## src/rtl/dmem_arbiter.sv

```systemverilog
`default_nettype none
// ============================================================================
//  Module      : dmem_arbiter
//  Description : Shares the single-port data blockram between the CPU data
//                port (priority) and an in-order display/debug word reader.
//                Reader addresses are queued in a small FIFO; read data comes
//                back one cycle after each reader grant.
//                Optional macro DMEM_ARB_STARVE_GUARD_EN adds a starvation
//                guard that forces one reader grant (stalling the CPU) once a
//                queued request has waited STARVE_LIMIT cycles.
//  Revision    : 1.0 - initial release
// ============================================================================
module dmem_arbiter #(
    parameter int RD_ADDR_W    = 14,
    parameter int FIFO_DEPTH   = 4,
    parameter int STARVE_LIMIT = 16
) (
    input  logic                 CLOCK_50,
    input  logic                 reset,
    input  logic                 cpu_req,
    input  logic                 cpu_we,
    input  logic [3:0]           cpu_be,
    input  logic [31:0]          cpu_addr,
    input  logic [31:0]          cpu_wdata,
    output logic [31:0]          cpu_rdata,
    output logic                 cpu_stall,
    input  logic                 rd_req,
    input  logic [RD_ADDR_W-1:0] rd_addr,
    output logic                 rd_ready,
    output logic                 rd_rvalid,
    output logic [31:0]          rd_rdata,
    output logic [31:0]          ram_addr,
    output logic [3:0]           ram_be,
    output logic [31:0]          ram_wdata,
    output logic                 ram_we,
    input  logic [31:0]          ram_rdata
);

    localparam int PTR_W = $clog2(FIFO_DEPTH);
    localparam int CNT_W = PTR_W + 1;
    localparam logic [CNT_W-1:0] c_full_count = CNT_W'(FIFO_DEPTH);

    // Owner encoding: who holds the blockram port this cycle
    localparam logic [1:0] c_own_none = 2'd0;
    localparam logic [1:0] c_own_cpu  = 2'd1;
    localparam logic [1:0] c_own_rd   = 2'd2;

    // Elaboration-time parameter sanity checks
    if ((FIFO_DEPTH < 2) || ((FIFO_DEPTH & (FIFO_DEPTH - 1)) != 0)) begin : g_bad_depth
        $error("dmem_arbiter: FIFO_DEPTH must be a power of two >= 2");
    end
    if (STARVE_LIMIT < 2) begin : g_bad_limit
        $error("dmem_arbiter: STARVE_LIMIT must be >= 2");
    end
    if (RD_ADDR_W > 30) begin : g_bad_addr_w
        $error("dmem_arbiter: RD_ADDR_W must be <= 30");
    end

    logic [1:0]           r_owner;
    logic [1:0]           w_grant;
    logic [PTR_W-1:0]     r_head;
    logic [PTR_W-1:0]     r_tail;
    logic [CNT_W-1:0]     r_count;
    logic [RD_ADDR_W-1:0] r_queue [FIFO_DEPTH];
    logic                 w_empty;
    logic                 w_full;
    logic                 w_push;
    logic                 w_pop;
    logic                 w_force;
    logic [31:0]          w_rd_byte_addr;
    logic [31:0]          r_hold_addr;
    logic [31:0]          r_hold_wdata;

    assign w_empty        = (r_count == '0);
    assign w_full         = (r_count == c_full_count);
    assign rd_ready       = !reset && !w_full;
    assign w_push         = rd_req && rd_ready;
    assign w_pop          = (w_grant == c_own_rd);
    assign w_rd_byte_addr = {30'(r_queue[r_head]), 2'b00};

    assign cpu_rdata = ram_rdata;
    assign rd_rdata  = ram_rdata;
    assign rd_rvalid = (r_owner == c_own_rd);

    // Owner register: remembers last cycle's grant to steer the read data
    always_ff @(posedge CLOCK_50) begin
        if (reset) begin
            r_owner <= c_own_none;
        end else begin
            r_owner <= w_grant;
        end
    end

    // Grant decision: forced reader, then CPU, then queued reader, else idle
    always_comb begin
        w_grant = c_own_none;
        if (reset) begin
            w_grant = c_own_none;
        end else if (w_force) begin
            w_grant = c_own_rd;
        end else if (cpu_req) begin
            w_grant = c_own_cpu;
        end else if (!w_empty) begin
            w_grant = c_own_rd;
        end
    end

    // Blockram port mux; idle cycles park address/data at their last value
    always_comb begin
        ram_addr  = r_hold_addr;
        ram_wdata = r_hold_wdata;
        ram_be    = 4'h0;
        ram_we    = 1'b0;
        case (w_grant)
            c_own_cpu: begin
                ram_addr  = cpu_addr;
                ram_wdata = cpu_wdata;
                ram_be    = cpu_be;
                ram_we    = cpu_we;
            end
            c_own_rd: begin
                ram_addr  = w_rd_byte_addr;
                ram_wdata = 32'h0;
                ram_be    = 4'hF;
                ram_we    = 1'b0;
            end
            default: begin
                ram_be = 4'h0;
            end
        endcase
    end

    // Last driven address/data, replayed on idle cycles to avoid toggling
    always_ff @(posedge CLOCK_50) begin
        if (reset) begin
            r_hold_addr  <= 32'h0;
            r_hold_wdata <= 32'h0;
        end else begin
            r_hold_addr  <= ram_addr;
            r_hold_wdata <= ram_wdata;
        end
    end

    // Queue pointers and occupancy; a push and pop together leave count unchanged
    always_ff @(posedge CLOCK_50) begin
        if (reset) begin
            r_head  <= '0;
            r_tail  <= '0;
            r_count <= '0;
        end else begin
            if (w_push) begin
                r_tail <= r_tail + PTR_W'(1);
            end
            if (w_pop) begin
                r_head <= r_head + PTR_W'(1);
            end
            case ({w_push, w_pop})
                2'b10:   r_count <= r_count + CNT_W'(1);
                2'b01:   r_count <= r_count - CNT_W'(1);
                default: r_count <= r_count;
            endcase
        end
    end

    // Queue storage; contents need no reset since occupancy gates every read
    always_ff @(posedge CLOCK_50) begin
        if (w_push) begin
            r_queue[r_tail] <= rd_addr;
        end
    end

`ifdef DMEM_ARB_STARVE_GUARD_EN
    localparam int WAIT_W = $clog2(STARVE_LIMIT) + 1;
    localparam logic [WAIT_W-1:0] c_wait_fire = WAIT_W'(STARVE_LIMIT - 1);

    logic              r_force;
    logic [WAIT_W-1:0] r_wait_cnt;
    logic [WAIT_W-1:0] w_wait_inc;

    assign w_wait_inc = r_wait_cnt + WAIT_W'(1);
    assign w_force    = r_force;
    assign cpu_stall  = r_force && !reset;

    // Age of the waiting head request; arms a one-cycle forced grant at the limit
    always_ff @(posedge CLOCK_50) begin
        if (reset) begin
            r_wait_cnt <= '0;
            r_force    <= 1'b0;
        end else begin
            r_force <= 1'b0;
            if (!w_empty && !w_pop) begin
                r_wait_cnt <= w_wait_inc;
                if (w_wait_inc == c_wait_fire) begin
                    r_force <= 1'b1;
                end
            end else begin
                r_wait_cnt <= '0;
            end
        end
    end
`else
    assign w_force   = 1'b0;
    assign cpu_stall = 1'b0;
`endif

endmodule
`default_nettype wire

```

## config.mk

```make
export PLATFORM = sky130hd
export DESIGN_NAME = dmem_arbiter
export DESIGN_NICKNAME = d
export VERILOG_FILES = /design/src/rtl/dmem_arbiter.sv
export SDC_FILE = /design/constraint.sdc
export NUM_CORES = 1
export LEC_CHECK = 0
export BUFFER_PORTS_ARGS = -buffer_cell sky130_fd_sc_hd__buf_2
export CAP_MARGIN = 15
export CORE_ASPECT_RATIO = 2
export CORE_MARGIN = 2
export CORE_UTILIZATION = 45
export DETAILED_ROUTE_END_ITERATION = 10
export PLACE_DENSITY = 0.84
export REMOVE_ABC_BUFFERS = 1
export SLEW_MARGIN = 40
export SYNTH_ARGS = -nofsm -noshare
export SYNTH_HDL_FRONTEND = slang
export SYNTH_SLANG_ARGS = --single-unit
```

## constraint.sdc

```tcl
create_clock -name CLOCK_50 -period 2.6 [get_ports CLOCK_50]
set_input_delay 0.26 -clock CLOCK_50 [delete_from_list [all_inputs] [get_ports CLOCK_50]]
set_output_delay 0.26 -clock CLOCK_50 [all_outputs]
set_load 0.01 [all_outputs]
```

==> flow_summary.toml <==
[drt]
ant_nets = 0
vias = 4444
drtIter0Drc = 258
wl_mm = 16.04
dr.pass1.iters = 9
avgRoutedWirePerCell_microns = 21.48
via_per_inst = 5.949
drc_errors = 0

[run_status]
status = "finished clean"

[placed_design]
place.gp.congestion = 0.8584
dpl.hpwl_mm = 11.72
dpl_cell_area_sq_um = 6429
place_inst = 715
io_buffers = 157

[clocking]
cts_sinks = 131
clk_pin_slew_worst_paths_ns = 0.06
clk_latency_ns = 0.41
numCtsBuffers = 17
cts_buffer_depth = 2
htree_levels = 4
post-cts-setup-buffers = 0
cts_tree = "built"
cts_resized = 0
ctsHoldBuffers = 0
cts_root_buf = "clkbuf_16"

[worst_setup_path]
reg2reg_depth = 9
path_class = "reg2out"
worst_ep_arrival_time_ns = 2.16
cp_max_fo = 54
endpoint_kind = "output pin"
startpoint_type = "register"
required_ns = 2.34

[floorplan]
rows = 59
die_h_microns = 167.0
top_level_ports = 255
core-area_sq_um = 12990
start_util = 0.4599
dieArea_sq_um = 14270
die_w_microns = 85.49

[layout]
antennaDiodeCount = 0
final_cell_mix = "buf_2, a22o_1, dfxtp_1"
nets = 707
layout.cells.non_filler = 747
final_common_cell = "buf_2"
register_area_sq_um = 3183
drive_gt1_frac = 0.3815
design_area_sq_um = 7025
multiInputGateArea_sq_um = 2091
fillers = 1069
syn2layout_area_growth_pct = 17.57

[timing]
worstMarginPinSlew_ns = 0.7216
fin_crit_sh = 0.9306
slew_headroom = 0.5183
skew_ns = 0.005502
max_clock_freq_mhz = 413.3
drv_slew = 0
min_period_ns = 2.419
setup_viol = 0
rsz0062_at_grt = "false"
finalHoldViolations = 0

[yosys]
synth-warning-count = 0
synthCells = 494
synth_seq_cells = 131
yosysSeqAreaShare = 0.5327
avgSynthCellArea_sq_um = 12.10
ys_types = 30
netlist_area_sq_um = 5976

[hold_path]
min_path_type = "in2reg"
holdPathStages = 1

[flow_run]
maxCapViolations = 0

[power_and_ir_drop]
ir_drop_v = 0.0005992
p_leak_nw = 3.036
powerDensity_nw_per_um2 = 792.1

[global_route]
track_usage = 0.2203
grt_pass1_wl_mm = 23.78
grt_pass1_vias = 4242
grt-ovfl-total = 0
grt_antenna_before_repair = 0
grt_max_degree = 60
==> synthesized netlist by cell type <==
cell	number	area, sq um
nor2_1	13	48.80
nor3_1	1	5.000
or3_1	3	18.77
xor2_1	2	17.52
nand3_1	15	75.07
a222oi_1	14	140.1
mux4_2	14	315.3
or2_2	1	6.260
conb_1	1	3.750
buf_6	5	56.30
inv_1	7	26.28
fa_1	1	20.02
clkbuf_1	19	71.32
buf_1	2	7.510
nor2b_1	16	100.1
dfxtp_1	75	1501
a22o_1	100	875.8
o21ai_0	2	10.01
nor3b_1	2	15.01
mux2_2	1	11.26
edfxtp_1	56	1682
a21oi_1	8	40.04
ha_1	5	62.56
buf_2	12	60.06
and2_1	5	31.28
o21ai_4	1	16.27
buf_4	67	503.0
a32oi_1	14	122.6
nand2_1	30	112.6
mux2i_1	2	20.02
==> report_power, final <==
group          internal (W)  switching, W  leakage (nW)
Combinational      0.000363      0.000472          1.62
Clock               0.00144      0.000953         0.287
Sequential          0.00227     0.0000688          1.13
Total               0.00407       0.00149          3.04
==> critical path, stage by stage (launching register included) <==
cell     delay (ns)
dfxtp_1        0.36
or3_1          0.42
o21ai_4        0.13
buf_4          0.46
a22o_1         0.23
buf_2          0.14
==> metrics by stage <==
step           total power [W]  TNS (ns)  hold WS, ns  setup WS [ns]    util
6_report              0.005565         0      0.06285         0.1805  0.5407
3_3_place_gp          0.003165         0       0.4430         0.4431  0.4948
2_1_floorplan         0.002840   -333.76       0.3291         -2.745       -
5_1_grt               0.005786         0      0.05636        0.05834  0.5407
4_1_cts               0.005624         0      0.04690         0.1566  0.5407
3_5_place_dp          0.003209         0       0.4490         0.3912  0.4948
==> per-layer routing <==
| metal | wire [microns] | up-vias | GRT usage |
|---|---|---|---|
| met3 | 2240 | 36 | 0.1427 |
| met2 | 7817 | 257 | 0.3471 |
| met4 | 463 | 2 | 0.08696 |
| met1 | 5454 | 2143 | 0.2291 |
| met5 | 67 | - | 0.03636 |
| li1 | - | 2006 | - |
==> final timing paths <==
path	to	from	slack, ns
setup / recovery	ram_addr[25]	r_count[0]	0.18
hold / removal	r_queue[2][9]	rd_addr[9]	0.06
setup reg to reg	r_count[2]	r_count[2]	0.47
hold reg to reg	r_head[1]	r_head[1]	0.46
==> cell families (layout without fill, tap and decap cells) <==
| family | Yosys count | after routing | share of synthesized area |
|---|---|---|---|
| other cells | 1 | 1 | 0.0006275 |
| buf+inv | 112 | 213 | 0.1212 |
| fa+ha+maj | 6 | 6 | 0.01382 |
| compound gates | 139 | 139 | 0.2016 |
| flops | 131 | 131 | 0.5327 |
| mux | 17 | 17 | 0.05800 |
| simple gates | 86 | 86 | 0.06910 |
| xor+xnor | 2 | 2 | 0.002932 |
==> state kept, by name, summed over array words and instances (netlist names), named ones only <==
register      cells
r_queue          56
r_tail            2
r_hold_wdata     32
r_owner           2
r_head            2
r_count           3
r_hold_addr      32
==> area by class of cell <==
type,instances,share of cell area
Clock buffer,17,0.06055
Inverter,7,0.003740
Tap cell,152,0.02707
Multi-Input combinational cell,251,0.2976
Timing Repair Buffer,174,0.1336
Clock inverter,15,0.02440
Sequential cell,131,0.4531
Note: power is estimated with default switching activity, not from simulation.
